$ cat src/rtl/xs3g_scan_ctrl.sv
// xs3g_scan_ctrl
// Multiplexed display scan controller. Four host-written BCD digit registers
// are scanned one at a time onto a single shared excess-3-Gray decoder
// (LS44-type). Each slot lasts PRESCALE clocks, and its first BLANK clocks
// are dark. Leading-zero blanking can suppress the upper digits.
//
// Ports:
//   clk      system clock, rising edge
//   rst      synchronous reset, active-high
//   en       scan enable; 0 freezes counters, latch and outputs
//   wr       digit register write strobe
//   waddr    digit index to write (0 = least significant)
//   wdata    BCD value to write; values above 9 are rejected and set err
//   lzb      leading-zero blanking enable
//   clr_err  clears err (a same-cycle invalid write wins)
//   code     decoder inputs {D,C,B,A}; 0000 turns every decoder output off
//   strobe   one-hot digit enable, active-high
//   frame    one-cycle pulse on the last clock of a full 4-digit scan
//   err      sticky invalid-write flag
//
// The scan has no separate FSM. cnt/idx are the state, and the scan
// sequence is slot 0 -> 1 -> 2 -> 3 -> 0. Each slot is split into a blank
// part (cnt < BLANK) and a lit part.
//
// state  | meaning
// blank  | cnt < BLANK or digit suppressed: code=0000, strobe=0000
// lit    | strobe[idx]=1, code=xs3g(latched digit)

module xs3g_scan_ctrl #(
  parameter int PRESCALE = 16,
  parameter int BLANK    = 2
) (
  input  logic       clk,
  input  logic       rst,
  input  logic       en,
  input  logic       wr,
  input  logic [1:0] waddr,
  input  logic [3:0] wdata,
  input  logic       lzb,
  input  logic       clr_err,
  output logic [3:0] code,
  output logic [3:0] strobe,
  output logic       frame,
  output logic       err
);

  localparam int CW = (PRESCALE > 1) ? $clog2(PRESCALE) : 1;
  localparam logic [CW-1:0] CNT_MAX = CW'(PRESCALE - 1);

  logic [3:0]    dig [4];
  logic [CW-1:0] cnt, cnt_nxt;
  logic [1:0]    idx, idx_nxt;
  logic [3:0]    latch, latch_nxt;
  logic          supp, supp_nxt;
  logic          slot_end, blank_nxt, frame_q;
  logic [3:0]    upper_zero;

  function automatic logic [3:0] xs3g(input logic [3:0] n);
    logic [3:0] x;
    x = n + 4'd3;
    return x ^ (x >> 1);
  endfunction

  // The outputs are registered against the cnt/idx/latch values that become
  // current at the same edge. All of that next-state is formed here.
  always_comb begin
    slot_end = (cnt == CNT_MAX);
    cnt_nxt  = slot_end ? '0 : cnt + CW'(1);
    idx_nxt  = slot_end ? idx + 2'd1 : idx;

    // upper_zero[i]: digit i and every higher digit are zero
    upper_zero[3] = (dig[3] == 4'd0);
    for (int i = 2; i >= 0; i--)
      upper_zero[i] = upper_zero[i+1] && (dig[i] == 4'd0);

    // Latch and suppress use the pre-write digit values. A write landing on
    // the slot-start edge therefore shows on that digit's next scan.
    latch_nxt = slot_end ? dig[idx_nxt] : latch;
    supp_nxt  = slot_end ? (lzb && (idx_nxt != 2'd0) && upper_zero[idx_nxt])
                         : supp;
    blank_nxt = (int'(cnt_nxt) < BLANK) || supp_nxt;
  end

  always_ff @(posedge clk) begin
    if (rst) begin
      for (int i = 0; i < 4; i++) dig[i] <= 4'd0;
      cnt     <= '0;
      idx     <= 2'd0;
      latch   <= 4'd0;
      supp    <= 1'b0;
      code    <= 4'd0;
      strobe  <= 4'd0;
      frame_q <= 1'b0;
      err     <= 1'b0;
    end else begin
      if (wr && (wdata <= 4'd9)) dig[waddr] <= wdata;

      if (wr && (wdata > 4'd9)) err <= 1'b1;
      else if (clr_err)         err <= 1'b0;

      if (en) begin
        cnt     <= cnt_nxt;
        idx     <= idx_nxt;
        latch   <= latch_nxt;
        supp    <= supp_nxt;
        code    <= blank_nxt ? 4'd0 : xs3g(latch_nxt);
        strobe  <= blank_nxt ? 4'd0 : (4'b0001 << idx_nxt);
        frame_q <= (cnt_nxt == CNT_MAX) && (idx_nxt == 2'd3);
      end
    end
  end

  // frame_q marks the terminal cycle. Gating it with en keeps the pulse
  // from appearing while the scan is frozen on that cycle.
  assign frame = frame_q & en;

endmodule

$ cat config.mk
export PLATFORM = sky130hd
export DESIGN_NAME = xs3g_scan_ctrl
export DESIGN_NICKNAME = d
export VERILOG_FILES = /design/src/rtl/xs3g_scan_ctrl.sv
export SDC_FILE = /design/constraint.sdc
export NUM_CORES = 1
export LEC_CHECK = 0
export CAP_MARGIN = 5
export CORE_MARGIN = 3
export CORE_UTILIZATION = 59
export CTS_CLUSTER_SIZE = 24
export DETAILED_ROUTE_END_ITERATION = 8
export HOLD_SLACK_MARGIN = 0.12
export PLACE_DENSITY = 0.82
export SYNTH_ARGS = -nofsm -noshare
export SYNTH_HDL_FRONTEND = slang
export SYNTH_SLANG_ARGS = --single-unit
$ cat constraint.sdc
create_clock -name clk -period 3.6 [get_ports clk]
set_clock_uncertainty 0.2 [all_clocks]
set_input_delay 0.36 -clock clk [delete_from_list [all_inputs] [get_ports clk]]
set_output_delay 0.36 -clock clk [all_outputs]
set_load 0.02 [all_outputs]
==> flow_metrics.env <==
export IMPL_status="finished clean"
export IMPL_finalNonFillerCells=241
export IMPL_endpoint_kind="flop"
export IMPL_cts_buffers=5
export IMPL_ant_nets=0
export IMPL_avgSynthCellArea_um2=10.4
export IMPL_met2_usage_pct=38.6
export IMPL_dieArea_mm2=0.00384
export IMPL_grt_pass1_vias=1273
export IMPL_met1_usage_pct=26.1
export IMPL_cts_root_buffer="clkbuf_4"
export IMPL_period_needed_ps=2580
export IMPL_clock_sinks=37
export IMPL_clkLatencyLatePin_ps=350
export IMPL_rsz0062_at_grt="no"
export IMPL_port_buffers=21
export IMPL_dp_hpwl_mm=2.73
export IMPL_fmax_mhz=388
export IMPL_firstDrtPassIters=4
export IMPL_drive_gt1_share_pct=10.6
export IMPL_synth_edf_count=16
export IMPL_die_w_um=61.9
export IMPL_cts_hold_buffers_added=0
export IMPL_multi_input_area_um2=881
export IMPL_synthArstFlopShare_pct=0
export IMPL_htreeDepth=2
export IMPL_drv_slew=0
export IMPL_place_gp_congestion=0.856
export IMPL_grt_use_met3_pct=7.85
export IMPL_dp_cells=233
export IMPL_setup_tns_final_ps=0
export IMPL_cts_tree="yes"
export IMPL_cp_required_ps=3660
export IMPL_via_count=1393
export IMPL_finalCritPeriodShare_pct=71.7
export IMPL_cts_resized=0
export IMPL_drtIter0Drc=99
export IMPL_n_antenna_cell=0
export IMPL_critical_path_class="reg -> reg"
export IMPL_finalSetupViolCount=0
export IMPL_whs_ps=268
export IMPL_place_ws_ps=1050
export IMPL_ys_seq_elements=37
export IMPL_relSlewSlack_pct=56.2
export IMPL_hold_violations=0
export IMPL_cp_max_fo=9
export IMPL_cellPowerDensity_mw_per_mm2=408
export IMPL_grt_pass1_wl_mm=6.02
export IMPL_drt_total_wl_mm=3.67
export IMPL_nNetsFinal=212
export IMPL_grt_usage_pct=22.5
export IMPL_cts_setup_buffers=0
export IMPL_grt_ovfl_total=0
export IMPL_path_cells="ha_1 -> and3_1 -> mux2i_4 -> nand3_1 -> xor2_1 -> o31ai_1"
export IMPL_rows=19
export IMPL_cap_violations=0
export IMPL_ys_warn_count=0
export IMPL_crit_path_start_kind="flop"
export IMPL_ys_types=39
export IMPL_cts_buffer_depth=2
export IMPL_syn2layout_area_growth_pct=17.3
export IMPL_holdCritPathClass="reg -> reg"
export IMPL_nFillCells=208
export IMPL_ff_latch_area_um2=901
export IMPL_arrival_ps=2640
export IMPL_die_h_um=61.9
export IMPL_synth_cells=177
export IMPL_placeableCoreArea_mm2=0.00288
export IMPL_ir_worst_vdd_uv=317
export IMPL_wl_per_cell_um=15.2
export IMPL_ys_seq_area_share_pct=48.8
export IMPL_syn_nets=191
export IMPL_grt_start_max_net_pins=28
export IMPL_slowest_stage="and3_1"
export IMPL_finalPower_mw=0.885
export IMPL_tightest_slew_ps=657
export IMPL_netlist_area_mm2=0.00185
export IMPL_ioPinCount=22
export IMPL_layout_common_cells="dfxtp_1, clkdlybuf4s50_1, nand2_1, and2_1, edfxtp_1"
export IMPL_via_per_inst=5.78
export IMPL_path_clk_slew_ps=120
export IMPL_drcViolationCount=0
export IMPL_ys_flop_type="dfxtp_1"
export IMPL_antenna_found_initial=0
export IMPL_p_leak_nw=0.727
export IMPL_critPathMaxStageDelay_ps=630
export IMPL_start_util_pct=64.2
export IMPL_fin_ws_ps=1020
export IMPL_grt_busiest_layer="met2"
==> sequential cells by signal (all words and copies together), names as in the netlist <==
| name | cells |
|---|---|
| cnt | 4 |
| code | 4 |
| dig | 16 |
| err | 1 |
| frame_q | 1 |
| idx | 2 |
| latch | 4 |
| strobe | 4 |
| supp | 1 |
==> cells in the mapped netlist (6+ instances only) <==
cell / number / share of area (%)
and2_1: 17 / 5.8
clkbuf_1: 6 / 1.2
nand2_1: 17 / 3.5
a21oi_1: 10 / 2.7
a211oi_1: 6 / 2.4
dfxtp_1: 21 / 23
nor2_1: 14 / 2.8
edfxtp_1: 16 / 26
nand3_1: 9 / 2.4
==> cell type report <==
cell class / count / share of cell area, %
timing repair buffer: 23 / 10.4
clock buffer: 6 / 2.37
multi-input combinational: 126 / 40.6
clock inverter: 2 / 1.73
tap: 42 / 2.42
sequential: 37 / 41.6
inverter: 5 / 0.866
==> layer usage <==
metal / share of wire [%] / vias to the layer above
met4: 1.6 / 0
met3: 5.2 / 9
met5: 0 / -
met2: 52 / 40
met1: 41 / 667
li1: - / 677
==> logic make-up (layout without fill, tap and decap cells) <==
| family | Yosys count | in the layout | synth area share [%] |
|---|---|---|---|
| XOR/XNOR | 8 | 8 | 3.79 |
| flip-flops | 37 | 37 | 48.8 |
| AND/OR/NAND/NOR | 75 | 75 | 20.9 |
| AO/OA/AOI/OAI | 32 | 32 | 11.4 |
| multiplexers | 9 | 9 | 10.3 |
| buffers and inverters | 14 | 36 | 3.52 |
| adder cells (fa/ha/maj) | 2 | 2 | 1.35 |
==> per-stage QoR <==
stage,utilization [%],instance area (µm²)
floorplan,-,1850
global placement,72.2,2080
detailed placement,72.2,2080
CTS,75.3,2170
global route,75.3,2170
finish,75.3,2170
==> path summary, 6_finish.rpt <==
check	cells past startpoint	end	slack, ps	from
worst max-delay path	6	code[2]	1020	cnt[0]
worst min register to register	2	code[3]	270	code[3]
worst min-delay path	2	code[3]	270	code[3]
worst max register to register	6	code[2]	1020	cnt[0]
==> worst max-delay path: cells and delay by family (launching register included) <==
family | cells | cell delay (ps)
and+or+nand+nor | 2 | 750
adders and majority gates | 1 | 340
AOI/OAI and AO/OA | 1 | 200
muxes | 1 | 390
xor gates and xnor gates | 1 | 160
DFF | 1 | 430
==> where the power goes <==
group / switching, mW / leakage (nW) / internal (mW)
clock network: 0.143 / 0.0445 / 0.165
logic: 0.0519 / 0.356 / 0.0481
registers: 0.0168 / 0.326 / 0.461
(Power assumes the default switching activity.)
